$ cat src/rtl/seq_shift_add_multiplier.sv
// Sequential unsigned shift-and-add multiplier built around one 16-bit skip-carry adder.
// Latency 16 clocks from accept to out_valid; result holds in DONE while out_ready is low.

module skip_carry_adder (
  input  logic [15:0] a,
  input  logic [15:0] b,
  input  logic        cin,
  output logic [15:0] sum,
  output logic        cout
);

  always_comb begin
    logic [15:0] p;
    logic [15:0] g;
    logic [4:0]  bc;
    logic        c;
    p   = a ^ b;
    g   = a & b;
    bc  = '0;
    c   = cin;
    sum = '0;
    bc[0] = cin;
    for (int k = 0; k < 4; k++) begin
      c = bc[k];
      for (int i = 0; i < 4; i++) begin
        sum[4*k+i] = p[4*k+i] ^ c;
        c          = g[4*k+i] | (p[4*k+i] & c);
      end
      // A fully propagating block forwards its carry-in straight past the ripple chain.
      bc[k+1] = (&p[4*k +: 4]) ? bc[k] : c;
    end
    cout = bc[4];
  end

endmodule

module seq_shift_add_multiplier #(
  parameter int WIDTH = 16
) (
  input  logic               clk,
  input  logic               rst_n,
  input  logic               in_valid,
  output logic               in_ready,
  input  logic [WIDTH-1:0]   a,
  input  logic [WIDTH-1:0]   b,
  output logic               out_valid,
  input  logic               out_ready,
  output logic [2*WIDTH-1:0] product
);

  if (WIDTH != 16) begin : g_bad_width
    $error("seq_shift_add_multiplier: WIDTH must be 16");
  end

  typedef enum logic [1:0] {IDLE = 2'd0, RUN = 2'd1, DONE = 2'd2} state_t;

  state_t           state;
  state_t           state_nxt;
  logic [WIDTH-1:0] mcand;
  logic [WIDTH-1:0] acc_hi;
  logic [WIDTH-1:0] acc_lo;
  logic [4:0]       count;
  logic [WIDTH-1:0] add_b;
  logic [WIDTH-1:0] add_sum;
  logic             add_cout;
  logic             last_iter;

  assign add_b     = acc_lo[0] ? mcand : '0;
  assign last_iter = (count == 5'(WIDTH - 1));

  skip_carry_adder u_adder (
    .a    (acc_hi),
    .b    (add_b),
    .cin  (1'b0),
    .sum  (add_sum),
    .cout (add_cout)
  );

  always_ff @(posedge clk or negedge rst_n) begin
    if (!rst_n) state <= IDLE;
    else        state <= state_nxt;
  end

  always_comb begin
    state_nxt = state;
    case (state)
      IDLE:    if (in_valid)  state_nxt = RUN;
      RUN:     if (last_iter) state_nxt = DONE;
      DONE:    if (out_ready) state_nxt = IDLE;
      default:                state_nxt = IDLE;
    endcase
  end

  always_comb begin
    in_ready  = (state == IDLE);
    out_valid = (state == DONE);
  end

  always_ff @(posedge clk or negedge rst_n) begin
    if (!rst_n) begin
      mcand  <= '0;
      acc_hi <= '0;
      acc_lo <= '0;
      count  <= '0;
    end else begin
      case (state)
        IDLE: if (in_valid) begin
          mcand  <= a;
          acc_hi <= '0;
          acc_lo <= b;
          count  <= '0;
        end
        // Carry-out lands in acc_hi MSB so the full 2*WIDTH product is kept.
        RUN: begin
          {acc_hi, acc_lo} <= {add_cout, add_sum, acc_lo[WIDTH-1:1]};
          count            <= count + 5'd1;
        end
        default: ;
      endcase
    end
  end

  assign product = {acc_hi, acc_lo};

endmodule

$ cat config.mk
export PLATFORM = sky130hd
export DESIGN_NAME = seq_shift_add_multiplier
export DESIGN_NICKNAME = d
export VERILOG_FILES = /design/src/rtl/seq_shift_add_multiplier.sv
export SDC_FILE = /design/constraint.sdc
export NUM_CORES = 1
export LEC_CHECK = 0
export ABC_AREA = 0
export CAP_MARGIN = 20
export CORE_MARGIN = 3
export CORE_UTILIZATION = 40
export CTS_BUF_LIST = sky130_fd_sc_hd__clkbuf_8
export DETAILED_ROUTE_END_ITERATION = 7
export PLACE_DENSITY = 0.65
export SYNTH_ARGS = -nofsm -noshare
export SYNTH_HDL_FRONTEND = slang
export SYNTH_SLANG_ARGS = --single-unit
$ cat constraint.sdc
create_clock -name clk -period 18.26 [get_ports clk]
set_input_delay 1.826 -clock clk [delete_from_list [all_inputs] [get_ports clk]]
set_output_delay 1.826 -clock clk [all_outputs]
set_load 0.005 [all_outputs]
* Word-level counts from Yosys, hierarchy flattened
Index checks and enable logic that the tools add are counted.
** Cells by class
- Mux-type cells :: 15
- Add/sub/neg operators :: 1
- Bitwise gates (word level) :: 47
- Equality and inequality tests :: 6
- Shift-type cells :: 0
- $mul :: 0
- Reduce and logical (&&, ||, !) cells :: 9
- Div/mod/pow operators :: 0
- $lt $le $gt $ge :: 0
** Operator list (count)
- 16-bit one-hot mux with 2 select lines :: 2
- 16-bit 2-to-1 mux :: 3
- 16-bit AND :: 1
- 4-bit AND reduction :: 4
- 16-bit bitwise XOR :: 1
- 1-bit AND :: 15
- 1-bit OR :: 15
- 1-bit bitwise XOR :: 15
- 5-bit one-hot mux with 2 select lines :: 1
- 2-bit 2-to-1 mux :: 3
- 2-bit one-hot mux with 3 select lines :: 1
- 5-bit by 1-bit adder with 5-bit output (second input constant) :: 1
- 5-bit by 4-bit equality test with 1-bit output (second input constant) :: 1
- 5-bit 2-to-1 mux :: 1
- 1-bit 2-to-1 mux :: 4
- 2-bit != test (second input constant) :: 2
- 2-bit AND reduction :: 2
- 3-bit AND reduction :: 1
- 2-bit by 1-bit equality test with 1-bit output (second input constant) :: 1
- 2-bit equality test (second input constant) :: 1
- 2-bit logical NOT :: 1
- 2-bit by 1-bit != test with 1-bit output (second input constant) :: 1
- 2-bit nonzero test :: 1
** Word-level totals
- Memories kept :: 0
- ROM bits :: 0
- Bits in latches :: 0
- Output and inout bits :: 34
- Register bits after elaboration :: 55
- Bits in writable memories :: 0

* Depth between registers and ports, before layout
- Word-level depth :: 37
- Depth in mapped cells :: 26
- Mapped depth without buffers :: 25

* By module
Synthesis repeated with hierarchy kept, for this count alone.
** Second synthesis, totals
- Cell total of the unflattened synthesis :: 295
- Area, all modules :: 3186.8 µm²
** Modules (own cells, without submodules)
- seq_shift_add_multiplier :: area an instance 2543.7 µm², times used 1, cells each 240
- skip_carry_adder :: area an instance 643.1 µm², times used 1, cells each 55

* Worst setup path after synthesis
OpenSTA, ideal clock, no wires.
- Kind :: register to register
- From :: register acc_lo[0]
- To :: register acc_hi[15]
- Arrival :: 7.660 ns
- Path slack :: 10.535 ns
- Library setup time :: 0.064 ns
- Path buffers :: 2
- Stages on the path, launching flop included :: 26
- Clock period less this slack :: 7.725 ns
- Data required time :: 18.196 ns
- Cell sequence :: dfrtp_1 clkbuf_1 clkbuf_1 nand2_1 fa_1 fa_1 fa_1 a41o_1 fa_1 fa_1 fa_1 fa_1 a41o_1 o21a_1 fa_1 fa_1 fa_1 fa_1 nand2_1 nand2_1 fa_1 fa_1 fa_1 fa_1 nor3b_1 a211o_1
** On the way
- Word-level cells in the longest chain between the ends :: 37
- Elaborated cells on any way between the ends :: 42
- Those cells by class :: 6 x mux; 32 x bitwise; 4 x reduce/logical
** Ends and longest elaborated chain
- start, declared :: RTL line 61 : logic [WIDTH-1:0] acc_lo;
- start signal, assigned :: RTL line 115 : {acc_hi, acc_lo} <= {add_cout, add_sum, acc_lo[WIDTH-1:1]};
- 16-bit 2-to-1 mux * :: RTL line 68 : assign add_b = acc_lo[0] ? mcand : '0;
- 16-bit bitwise XOR / 16-bit AND (equally long branches) :: RTL line 17, 18
- 1-bit AND :: RTL line 27 : c = g[4*k+i] | (p[4*k+i] & c);
- 1-bit OR :: RTL line 27
- 1-bit AND :: RTL line 27
- 1-bit OR :: RTL line 27
- 1-bit AND :: RTL line 27
- 1-bit OR :: RTL line 27
- [... 21 more ...]
- 1-bit AND :: RTL line 27
- 1-bit OR :: RTL line 27
- 1-bit AND :: RTL line 27
- 1-bit OR :: RTL line 27
- 1-bit AND :: RTL line 27
- 1-bit OR :: RTL line 27
- 1-bit 2-to-1 mux * :: RTL line 30 : bc[k+1] = (&p[4*k +: 4]) ? bc[k] : c;
- 16-bit one-hot mux with 2 select lines * :: RTL line 106 : case (state)
- end signal, assigned :: RTL line 115
- end, declared :: RTL line 60 : logic [WIDTH-1:0] acc_hi;
Mark *: on every way between the ends. The rest lies on a longest branch, timed or not.
A chain may end at the register's enable or synchronous reset.

* Final worst setup path
Same ends and word-level chain as after synthesis.

==> metrics <==
outcome=finished, final reports clean; DIE HEIGHT=a little over 90 µm; Post-synth EDFFs=0; synthesis-stage register bit count=55; area occupied by multi-input gates=1450 µm²; Root Buffer=clkbuf_8; Core Box Area=about 7300 µm²; worst reg-to-reg setup slack=between 10000 and 15000 ps; final hold violations=0; CTS H-tree lvls=2; worst path required time=between 15000 and 20000 ps; warnings from Yosys=0; CP Launch Type=flop; PortBufs=69; Vias per Instance=4.88; pin count of the biggest net entering global routing=between 50 and 60; Worst setup EP type=flop; placed instance count=roughly 500; clock share of power=~11%; Filler Cell Count=just over 700; TritonCTS Buffers=5; worst flop-to-flop path startpoint=acc_lo[0]$_DFFE_PN0P_; Detailed Routing Iterations Pass 1=4; Final Net Count=465; Most used DFF post-synth=dfrtp_1; clk buf depth=2; Comb pwr share=a little over half; Synth Cell Area=~3000 µm²; fmax=between 100 and 150 MHz; Min Hold Slack=482 ps; drt wl/cell=roughly 13 µm; floorplan row count=31; clk sink count=55; CTS tree=yes; post-CTS setup buffers=0; Finished Cell Area=3890 µm²; latest clock arrival within the worst-skew pair=about 310 ps; Gate Count Post-Synth=between 300 and 400; worst slack, placed=10140 ps; leakage power=1.86 nW; crit path DAT=about 8400 ps; vias in the first global route=between 2000 and 2500; net switching power=0.260 mW; fraction of registers with async set/reset=between 90% and 100%; internal power=roughly 0.38 mW; Flop pwr share=between 30% and 40%; share of layout cells above drive strength 1=a little over 4%; IO Pins=70; global route overflow=0; Vias=2418; FF/Latch Area=approximately 1400 µm²; R2R depth=25; Unique masters post-synth=29; PnR worst setup slack=10150 ps; final WL=6.51 mm; commonest non-fill, non-tap cell in the layout=nand2_1; Hold Crit Class=flop to flop; Layout Cells excl Fill=roughly 500; Iteration-0 DRC Markers=between 100 and 150; initial core utilization=approximately two fifths; Total Power=0.639 mW; hold-fix buffers at CTS=0; P per Cell Area=about 160 nW/µm²; DP Area=around 3800 µm²; final setup fails=0; antenna fix cells=0; # DRC=0; Seq/Total Area, Yosys=roughly 45%; Reg clk slew, reported paths=around 100 ps; cts repair resizes=0; overall routing resource usage=~16%; detailed placement HPWL=4.64 mm; final clock skew=11.5 ps; Slew Viols, Final=0; most frequent cells in the layout=97 x nand2_1, 68 x clkdlybuf4s50_1, 55 x dfrtp_1, 35 x inv_1, 19 x o21ai_0; first-pass GRT wire length=between 10 and 15 mm; die span in x=around 93 µm; FF-to-FF End=acc_hi[15]$_DFFE_PN0P_; switching part of the total=40.7%; RD Place Congestion=0.786; WHS Path Cells=2; Post-Syn Nets=between 400 and 500; crit path time final=around 8100 ps; Area growth syn-to-layout=28.3%; Least-Margin Pin Slew=roughly 700 ps; worst setup path endpoint=acc_hi[15]$_DFFE_PN0P_; Post-Syn Area per Cell=9.06 µm²; max-cap violations=0; Util after Layout=between 50% and 60%; Slew headroom=a little over half; CP max FO=18; die area=8670 µm²; ANT nets after route=0; RSZ-0062 raised after global routing=false; maximum VDD drop=between 0.06 and 0.07 mV; initial antenna violation count=0; CP Launch Point=acc_lo[0]$_DFFE_PN0P_; fin crit share=around 44%; setup TNS=0 ps; crit path kind=flop to flop
-- worst max-delay path: stages, from the launching register on --
cell	delay, ps
dfrtp_1	750
and2_1	220
ha_1	140
inv_1	50
fa_1	370
fa_1	390
fa_1	370
a41o_1	270
fa_1	420
fa_1	390
fa_1	390
fa_1	370
a41o_1	220
o21a_1	120
fa_1	400
fa_1	380
fa_1	390
fa_1	390
nand2_1	80
nand2_1	70
fa_1	400
fa_1	390
fa_1	380
fa_1	360
nor3b_1	200
a211o_1	130
-- how the worst min path moves through the flow --
stage | from | end | slack (ps)
floorplan | mcand[0]$_DFFE_PN0P_ | mcand[0]$_DFFE_PN0P_ | 440
global placement | mcand[0]$_DFFE_PN0P_ | mcand[0]$_DFFE_PN0P_ | 460
detailed placement | mcand[15]$_DFFE_PN0P_ | mcand[15]$_DFFE_PN0P_ | 460
CTS | mcand[1]$_DFFE_PN0P_ | mcand[1]$_DFFE_PN0P_ | 490
global route | mcand[10]$_DFFE_PN0P_ | mcand[10]$_DFFE_PN0P_ | 520
finish | mcand[1]$_DFFE_PN0P_ | mcand[1]$_DFFE_PN0P_ | 480
-- cells in the mapped netlist (5+ instances only) --
library cell	count	share of area (%)
buf_2	14	2.3
nor2_1	18	2.2
fa_1	15	9.9
inv_1	35	4.3
a31oi_1	16	3.3
o21ai_0	19	3.1
ha_1	18	7.4
nand2_1	97	12
nand3_1	18	3.0
dfrtp_1	55	45
clkbuf_1	5	0.62
-- sequential cells by signal (all words and copies together) (netlist names) --
register  count
acc_lo       16
count         5
state         2
acc_hi       16
mcand        16
-- final cells by class --
cell class | instances | share of cell area, %
well taps | 99 | 3.18
repair buffers | 73 | 18.4
inverters | 35 | 3.37
clock buffers | 6 | 2.12
clock inverters | 2 | 0.418
flip-flops and latches | 55 | 35.3
multi-input cells | 226 | 37.2
-- layer usage --
| metal | GRT usage, % | share of wire, % |
|---|---|---|
| met5 | 0 | 0 |
| met4 | 3.66 | 0.92 |
| met3 | 3.70 | 5.3 |
| met2 | 26.0 | 45 |
| met1 | 22.0 | 49 |
-- power by group through the flow --
stage,clock network [mW],registers [mW],logic (mW)
after floorplan,0,0.224,0.213
after global placement,0,0.236,0.331
after detailed placement,0,0.236,0.341
after CTS,0.0748,0.234,0.342
after global routing,0.0805,0.244,0.394
final,0.0714,0.234,0.334
-- kinds of logic after synthesis --
group | count (synthesis) | synth area share [%]
AO/OA/AOI/OAI | 44 | 8.94
flip-flops | 55 | 45.3
buffers and inverters | 54 | 7.25
AND/OR/NAND/NOR | 147 | 20.5
adder cells (fa/ha/maj) | 33 | 17.3
multiplexers | 2 | 0.659
No activity file was read; power rests on OpenSTA's default activity.
